$ cat src/rtl/reg_file_pkg.sv
// reg_file_pkg
//   Shared core configuration: ROB sizing, ROB entry type codes and the
//   architectural register-file geometry. reg_file draws its default ROB tag
//   width and its register geometry from here.
package reg_file_pkg;

  // ROB sizing; tags are ROB_SIZE_BIT wide and wrap at ROB_SIZE.
  localparam int ROB_SIZE_BIT = 5;
  localparam int ROB_SIZE     = 1 << ROB_SIZE_BIT;

  // ROB entry kinds (register write, store, branch).
  typedef enum logic [1:0] {
    ROB_REG = 2'd0,
    ROB_ST  = 2'd1,
    ROB_BR  = 2'd2
  } rob_type_e;

  // Architectural register file geometry.
  localparam int XLEN     = 32;
  localparam int REG_NUM  = 32;
  localparam int REG_ID_W = 5;

endpackage

$ cat src/rtl/reg_file.sv
// reg_file
//   Architectural register file with rename (busy/tag) tracking for a
//   ROB-based out-of-order core. Each register holds a committed value, a
//   busy bit and the ROB tag of its newest in-flight producer.
//
// Ports
//   clk_in                      system clock, rising edge
//   rst_in                      asynchronous active-high reset
//   rdy_in                      global stall: low holds all state, no forwarding
//   rob_clear                   misprediction flush (clears every busy bit/tag)
//   is_update_val/_id/_dep/val  commit from ROB head (value write, busy release)
//   is_update_dep/_dep_id/_dep  rename from ROB tail (mark busy, record tag)
//   qry1_id, qry2_id            source register indices from the decoder
//   qryN_value/_has_dep/_dep    combinational operand lookup with commit forwarding
module reg_file
  import reg_file_pkg::*;
#(
  parameter int ROB_SIZE_BIT = reg_file_pkg::ROB_SIZE_BIT
) (
  input  logic                    clk_in,
  input  logic                    rst_in,
  input  logic                    rdy_in,
  input  logic                    rob_clear,
  input  logic                    is_update_val,
  input  logic [REG_ID_W-1:0]     update_val_id,
  input  logic [ROB_SIZE_BIT-1:0] update_val_dep,
  input  logic [XLEN-1:0]         update_val,
  input  logic                    is_update_dep,
  input  logic [REG_ID_W-1:0]     update_dep_id,
  input  logic [ROB_SIZE_BIT-1:0] update_dep,
  input  logic [REG_ID_W-1:0]     qry1_id,
  input  logic [REG_ID_W-1:0]     qry2_id,
  output logic [XLEN-1:0]         qry1_value,
  output logic                    qry1_has_dep,
  output logic [ROB_SIZE_BIT-1:0] qry1_dep,
  output logic [XLEN-1:0]         qry2_value,
  output logic                    qry2_has_dep,
  output logic [ROB_SIZE_BIT-1:0] qry2_dep
);

  typedef struct packed {
    logic [XLEN-1:0]         value;
    logic                    has_dep;
    logic [ROB_SIZE_BIT-1:0] dep;
  } qry_t;

  logic [XLEN-1:0]         value_q [REG_NUM];
  logic [REG_NUM-1:0]      busy_q;
  logic [ROB_SIZE_BIT-1:0] tag_q   [REG_NUM];

  logic commit_en;
  logic issue_en;

  // x0 is hardwired: neither commits nor renames ever touch it.
  assign commit_en = rdy_in && is_update_val && (update_val_id != '0);
  assign issue_en  = rdy_in && is_update_dep && (update_dep_id != '0);

  // NOTE: the whole array is reset here on purpose -- after reset every query
  // must read 0, so the value storage cannot be left as uninitialised RAM.
  always_ff @(posedge clk_in or posedge rst_in) begin
    if (rst_in) begin
      busy_q <= '0;
      for (int i = 0; i < REG_NUM; i++) begin
        value_q[i] <= '0;
        tag_q[i]   <= '0;
      end
    end else if (rdy_in) begin
      if (commit_en) begin
        value_q[update_val_id] <= update_val;
        // Only release the register if no younger rename has replaced the tag.
        if (tag_q[update_val_id] == update_val_dep)
          busy_q[update_val_id] <= 1'b0;
      end
      // Later assignments override the commit's busy release, so a same-cycle
      // rename (or a flush) wins over the commit for busy and tag.
      if (rob_clear) begin
        busy_q <= '0;
        for (int i = 0; i < REG_NUM; i++)
          tag_q[i] <= '0;
      end else if (issue_en) begin
        busy_q[update_dep_id] <= 1'b1;
        tag_q[update_dep_id]  <= update_dep;
      end
    end
  end

  // Operand lookup against pre-edge state. A busy register whose producer is
  // committing this very cycle is satisfied directly from the commit bus.
  function automatic qry_t query_mux(input logic [REG_ID_W-1:0] id);
    qry_t r;
    r = '0;
    if (id != '0) begin
      r.value = value_q[id];
      if (busy_q[id]) begin
        if (rdy_in && is_update_val && (tag_q[id] == update_val_dep)) begin
          r.value = update_val;
        end else begin
          r.has_dep = 1'b1;
          r.dep     = tag_q[id];
        end
      end
    end
    return r;
  endfunction

  // NOTE: pure combinational decode in always_comb with blocking assignments;
  // every output is assigned on every path, so no latch can be inferred.
  always_comb begin
    {qry1_value, qry1_has_dep, qry1_dep} = query_mux(qry1_id);
    {qry2_value, qry2_has_dep, qry2_dep} = query_mux(qry2_id);
  end

endmodule

$ cat config.mk
export PLATFORM = sky130hd
export DESIGN_NAME = reg_file
export DESIGN_NICKNAME = d
export VERILOG_FILES = /design/src/rtl/reg_file_pkg.sv /design/src/rtl/reg_file.sv
export SDC_FILE = /design/constraint.sdc
export NUM_CORES = 2
export LEC_CHECK = 0
export BUFFER_PORTS_ARGS = -buffer_cell sky130_fd_sc_hd__buf_2
export CORE_MARGIN = 2
export CORE_UTILIZATION = 64
export DETAILED_ROUTE_END_ITERATION = 12
export PLACE_DENSITY = 0.81
export SYNTH_ARGS = -nofsm -noshare
export SYNTH_HDL_FRONTEND = slang
export SYNTH_SLANG_ARGS = --single-unit
$ cat constraint.sdc
create_clock -name clk_in -period 46.9 [get_ports clk_in]
set_input_delay 9.38 -clock clk_in [delete_from_list [all_inputs] [get_ports clk_in]]
set_output_delay 9.38 -clock clk_in [all_outputs]
set_load 0.03 [all_outputs]
Yosys cells after proc, flatten, opt, wreduce, memory -nomap -nowiden. Cells that the tools add are included.

Bits in writable memories: 0. Output and inout port bits: 76. Memory bits (read-only): 0. Latch bits: 0. Memories: 0. Register bits after elaboration: 1216. Word-level logic and storage cells: 148.

Mux-type cells: 44. Add/sub/neg operators: 0. Equality and inequality tests: 3. $lt $le $gt $ge: 12. Bitwise logic cells: 7. Divide/modulo/power cells: 0. Reduce and logical (&&, ||, !) cells: 17. Shift-type cells: 0. Multipliers: 0.

Operators with widths (count): $bwmux W1024 (1); $mux W32 (12); $bmux W32 S5 (2); $mux W160 (2); $bwmux W160 (1); $demux W32 S5 (1); $mux W38 (4); $bmux W5 S5 (3); $mux W5 (7); $and A32 B32 Y32 (1); $not A32 Y32 (1); $or A32 B32 Y32 (1); $demux W5 S5 (1); $ge A6 B6 Y1 const B (4); $lt A5 B6 Y1 const B (4); $not A5 Y6 (4); $reduce_bool A5 Y1 (4); $eq A5 B5 Y1 (3); $lt A6 B1 Y1 const B (2); $mux W6 (2); $bmux W1 S5 (2); $demux W1 S5 (2); $ge A5 B1 Y1 const B (2); $logic_and A1 B1 Y1 (10); 3 further kinds (7).

Logic depth before layout (Yosys ltp).
Depth in word-level cells: 12. Mapped depth: 14.

Least setup slack after synthesis. No wires, ideal clock.

Path kind: input-to-output. From: in qry2_id[1]. To: out qry2_dep[1]. Data required time: 37520 ps. Slack: 25128 ps. Arrival: 12392 ps. Cell stages on the path: 11. Cell sequence: buf_6 -> buf_8 -> buf_8 -> mux2i_1 -> a22oi_1 -> a21oi_1 -> or3_1 -> xnor2_2 -> nor3_1 -> a211oi_1 -> nor2b_1.

Cells in the longest elaborated chain, start to end: 9. Elaborated cells on any way between the ends: 12.

Ends and longest elaborated chain: from (decl) (RTL line reg_file.sv:32) `input logic [REG_ID_W-1:0] qry2_id,`; $not A5 Y6 (not written as such) (RTL line reg_file.sv:95, reg_file.sv:99); $bmux W5 S5 (RTL line reg_file.sv:95, reg_file.sv:99); $mux W5 (not written as such) (2 in series) (RTL line reg_file.sv:95, reg_file.sv:99); $eq A5 B5 Y1 (RTL line reg_file.sv:95) `if (rdy_in && is_update_val && (tag_q[id] == update_val_dep)) begin`; $logic_and A1 B1 Y1 (RTL line reg_file.sv:95); $mux W6 (RTL line reg_file.sv:95); $mux W38 (RTL line reg_file.sv:94) `if (busy_q[id]) begin`; $mux W38 (*) (RTL line reg_file.sv:92) `if (id != '0) begin`; to (decl) (RTL line reg_file.sv:38) `output logic [ROB_SIZE_BIT-1:0] qry2_dep`.

Mark *: on every way between the ends. The rest lies on a longest branch, timed or not. The select of a mux whose other input is x is not followed.

Worst setup path in the final report.
From: in qry2_id[1]. To: out qry2_value[11].

Cells in the longest elaborated chain, start to end: 9. Elaborated cells on any way between the ends: 15.

Ends and longest elaborated chain: $not A5 Y6 (not written as such) (RTL line reg_file.sv:93, reg_file.sv:95); $bmux W5 S5 (RTL line reg_file.sv:95); $mux W5 (not written as such) (2 in series) (RTL line reg_file.sv:95); $eq A5 B5 Y1 (RTL line reg_file.sv:95); $logic_and A1 B1 Y1 (RTL line reg_file.sv:95); $mux W32 (RTL line reg_file.sv:95); $mux W38 (RTL line reg_file.sv:94); $mux W38 (*) (RTL line reg_file.sv:92); to (decl) (RTL line reg_file.sv:36) `output logic [XLEN-1:0] qry2_value,`.

Marks and branches as above.

==> impl_metrics.ini <==
[sta]
period_share_pct = 52.3
hold_viol = 0
period_minus_slack_ns = 24.54
max_freq_ghz = 0.0407
setup_viol = 0
slew_headroom_pct = 10.4
rsz0062_at_grt = no
fin_skew_ns = 0.0253
tightest_slew_ns = 1.34
setup_ws_ns = 22.36
finalSetupTns_ns = 0
maxSlewViolCount = 0

[clock_network]
clkLatencyLatePin_ns = 0.74
cts.sinks = 1216
cts_tree = built
cts_resized = 0
numCtsBuffers = 119
clockBufferDepth = 3
path_clk_slew_ns = 0.06
postCtsSetupRepairBufs = 0
cts-hold-fix-buffers = 0
root_buffer = clkbuf_16
cts_max_level = 3

[place]
hpwl_um = 116000
place.port_buffers = 143
place_congestion = 0.979
dpl_worst_slack_ns = 22.59

[logic_synthesis]
synth-seq-cells = 1216
synth_edf_count = 0
ys_async_sr_fraction_pct = 100
syn_nets = 5068
yosysSeqAreaShare_pct = 46.0
netlist_area_um2 = 66100
syn_avg_cell_area_um2 = 13.2
yosys_warnings = 0
synthFlopType = dfrtp_1
synthCells = 5000
synthDistinctLibCells = 52

[hold_path]
holdCritStartpoint = value_q[1014]$_DFFE_PP0P_
hold_end = value_q[1014]$_DFFE_PP0P_
hold_path_depth = 0
hp-class = reg -> reg

[final_layout]
final_common_cell = dfrtp_1
finish.utilization_pct = 69.7
final_cell_mix = 1216 x dfrtp_1, 705 x mux4_2, 600 x nand2_1
area_growth_pct = 7.64
num-nets-final = 4877
regArea_um2 = 30400
multiInputGateArea_um2 = 33300
layout-drive-gt1-share_pct = 35.5
fill_cells = 6659

[outcome]
status = complete, no violations

[global_route]
grt_pass1_vias = 48710
grt-ovfl-total = 0
grt_usage_pct = 39.5
grt_max_degree = 190
antenna_found_initial = 5
grt_pass1_wl_um = 312000

[power_and_ir_drop]
seqPwrFrac_pct = 45.8
comb_power_share_pct = 17.1
power_switching_w = 0.000754
p_int_w = 0.00198
switching_share_pct = 27.6
clkPwrFrac_pct = 37.1
power_density_nw_per_um2 = 38.4
peakVddDrop_uv = 36.3
p_leak_nw = 31.1

[routing]
drc = 0
routed_via_density = 7.60
first_pass_iters = 8
vias = 47698
first_iter_violations = 6563
ant_nets = 0
wirelength_um = 207000
avgRoutedWirePerCell_um = 33.0

[floorplan]
dieArea_um2 = 106000
ios = 144
die_x_um = 325
initial_utilization_pct = 64.7
rows = 117
coreArea_um2 = 102000
die-height_um = 325

[critical_path]
r2r_start = tag_q[149]$_DFFE_PP0P_
start_kind = input pin
crit_fanout = 59
rrSetupSlack_ns = 43.70
reg2reg_to = busy_q[6]$_DFFE_PP0P_
crit_required_ns = 37.52
end_kind = primary output
worstPathArrival_ns = 15.16
path_class = in -> out
reg2reg_depth = 9

[flow_run]
cap_violations = 0
critical path, stage by stage:
cell and delay [ns]:
buf_8 0.47, buf_4 0.80, buf_4 0.78, mux2i_1 0.16, a22oi_1 0.23, a21oi_1 0.11
nor4_1 0.39, xor2_1 0.14, nor3_2 0.22, buf_4 0.66, and4bb_2 0.88, buf_4 0.46
a211oi_1 0.14, buf_2 0.23
per-stage QoR:
| stage | power [W] | std cells | area [um2] | hold slack, ns |
|---|---|---|---|---|
| final | 0.00273 | 6279 | 71200 | 0.394 |
| after global routing | 0.00282 | 6278 | 71200 | 0.406 |
| after CTS | 0.00272 | 6276 | 71200 | 0.397 |
| after detailed placement | 0.00172 | 6056 | 67100 | 0.384 |
| after global placement | 0.00169 | 6056 | 67100 | 0.376 |
| after floorplan | 0.00160 | 5000 | 66100 | 0.441 |
cell usage after synthesis, types with 8 or more instances:
| library cell | n | share of area, % |
|---|---|---|
| buf_4 | 9 | 0.10 |
| nand2_1 | 614 | 3.5 |
| xor2_1 | 13 | 0.17 |
| o211ai_1 | 18 | 0.20 |
| mux4_2 | 705 | 24 |
| mux2i_1 | 150 | 2.3 |
| a21oi_1 | 124 | 0.94 |
| inv_1 | 40 | 0.23 |
| o21ai_0 | 572 | 4.3 |
| buf_6 | 28 | 0.48 |
| nor3_1 | 10 | 0.076 |
| a211oi_1 | 27 | 0.31 |
| mux2_2 | 513 | 8.7 |
| dfrtp_1 | 1216 | 46 |
| a32o_1 | 8 | 0.12 |
| and2_1 | 25 | 0.24 |
| nand2b_1 | 9 | 0.085 |
| a22oi_1 | 89 | 1.0 |
| nand3_1 | 20 | 0.15 |
| nand3b_1 | 8 | 0.091 |
| nor2_1 | 55 | 0.31 |
| a22o_1 | 145 | 1.9 |
| buf_2 | 50 | 0.38 |
| and3_1 | 8 | 0.076 |
| buf_1 | 45 | 0.26 |
| clkbuf_1 | 390 | 2.2 |
| nor4_1 | 9 | 0.085 |
| a211oi_2 | 41 | 0.78 |
worst max-delay path by stage:
| stage | from | to | slack, ns |
|---|---|---|---|
| after global placement | qry2_id[1] | qry2_value[11] | 22.69 |
| after CTS | qry2_id[1] | qry2_value[12] | 22.56 |
| final | qry2_id[1] | qry2_value[11] | 22.36 |
| after global routing | qry2_id[1] | qry2_value[11] | 22.21 |
| after detailed placement | qry2_id[1] | qry2_value[12] | 22.59 |
| after floorplan | rst_in | busy_q[0]$_DFFE_PP0P_ | 3.26 |
cell families (layout without fill, tap and decap cells):
group	count (synthesis)	count (layout)	share of synthesized area, %
AND/OR/NAND/NOR	801	801	5.12
XOR/XNOR	15	15	0.221
buffers and inverters	572	480	3.93
other	0	3	0
flip-flops	1216	1216	46.0
AO/OA/AOI/OAI	1027	1027	9.65
multiplexers	1369	1369	35.1
flip-flops by register name, indices dropped and copies added (netlist names):
| register | count |
|---|---|
| value_q | 1024 |
| tag_q | 160 |
| busy_q | 32 |
area by class of cell:
type | instances | area share [%]
Timing Repair Buffer | 220 | 2.01
Antenna cell | 3 | 0.0105
Multi-Input combinational cell | 3212 | 46.8
Tap cell | 1368 | 2.40
Clock buffer | 161 | 4.79
Clock inverter | 59 | 0.976
Sequential cell | 1216 | 42.8
Inverter | 40 | 0.225
power by group through the flow:
| stage | logic, W | clock network, W | registers, W |
|---|---|---|---|
| 2_1_floorplan | 0.000359 | 0 | 0.00124 |
| 3_3_place_gp | 0.000444 | 0 | 0.00125 |
| 3_5_place_dp | 0.000459 | 0 | 0.00126 |
| 4_1_cts | 0.000463 | 0.00101 | 0.00125 |
| 5_1_grt | 0.000496 | 0.00106 | 0.00126 |
| 6_report | 0.000467 | 0.00102 | 0.00125 |
layer usage:
metal | up-vias | global-route usage, % | part of all wire, %
li1 | 18580 | - | -
met1 | 24645 | 52.3 | 35
met2 | 3600 | 58.7 | 45
met3 | 869 | 11.3 | 12
met4 | 4 | 24.2 | 6.8
met5 | - | 0 | 0.013
Power figures use the tool's default switching activity.
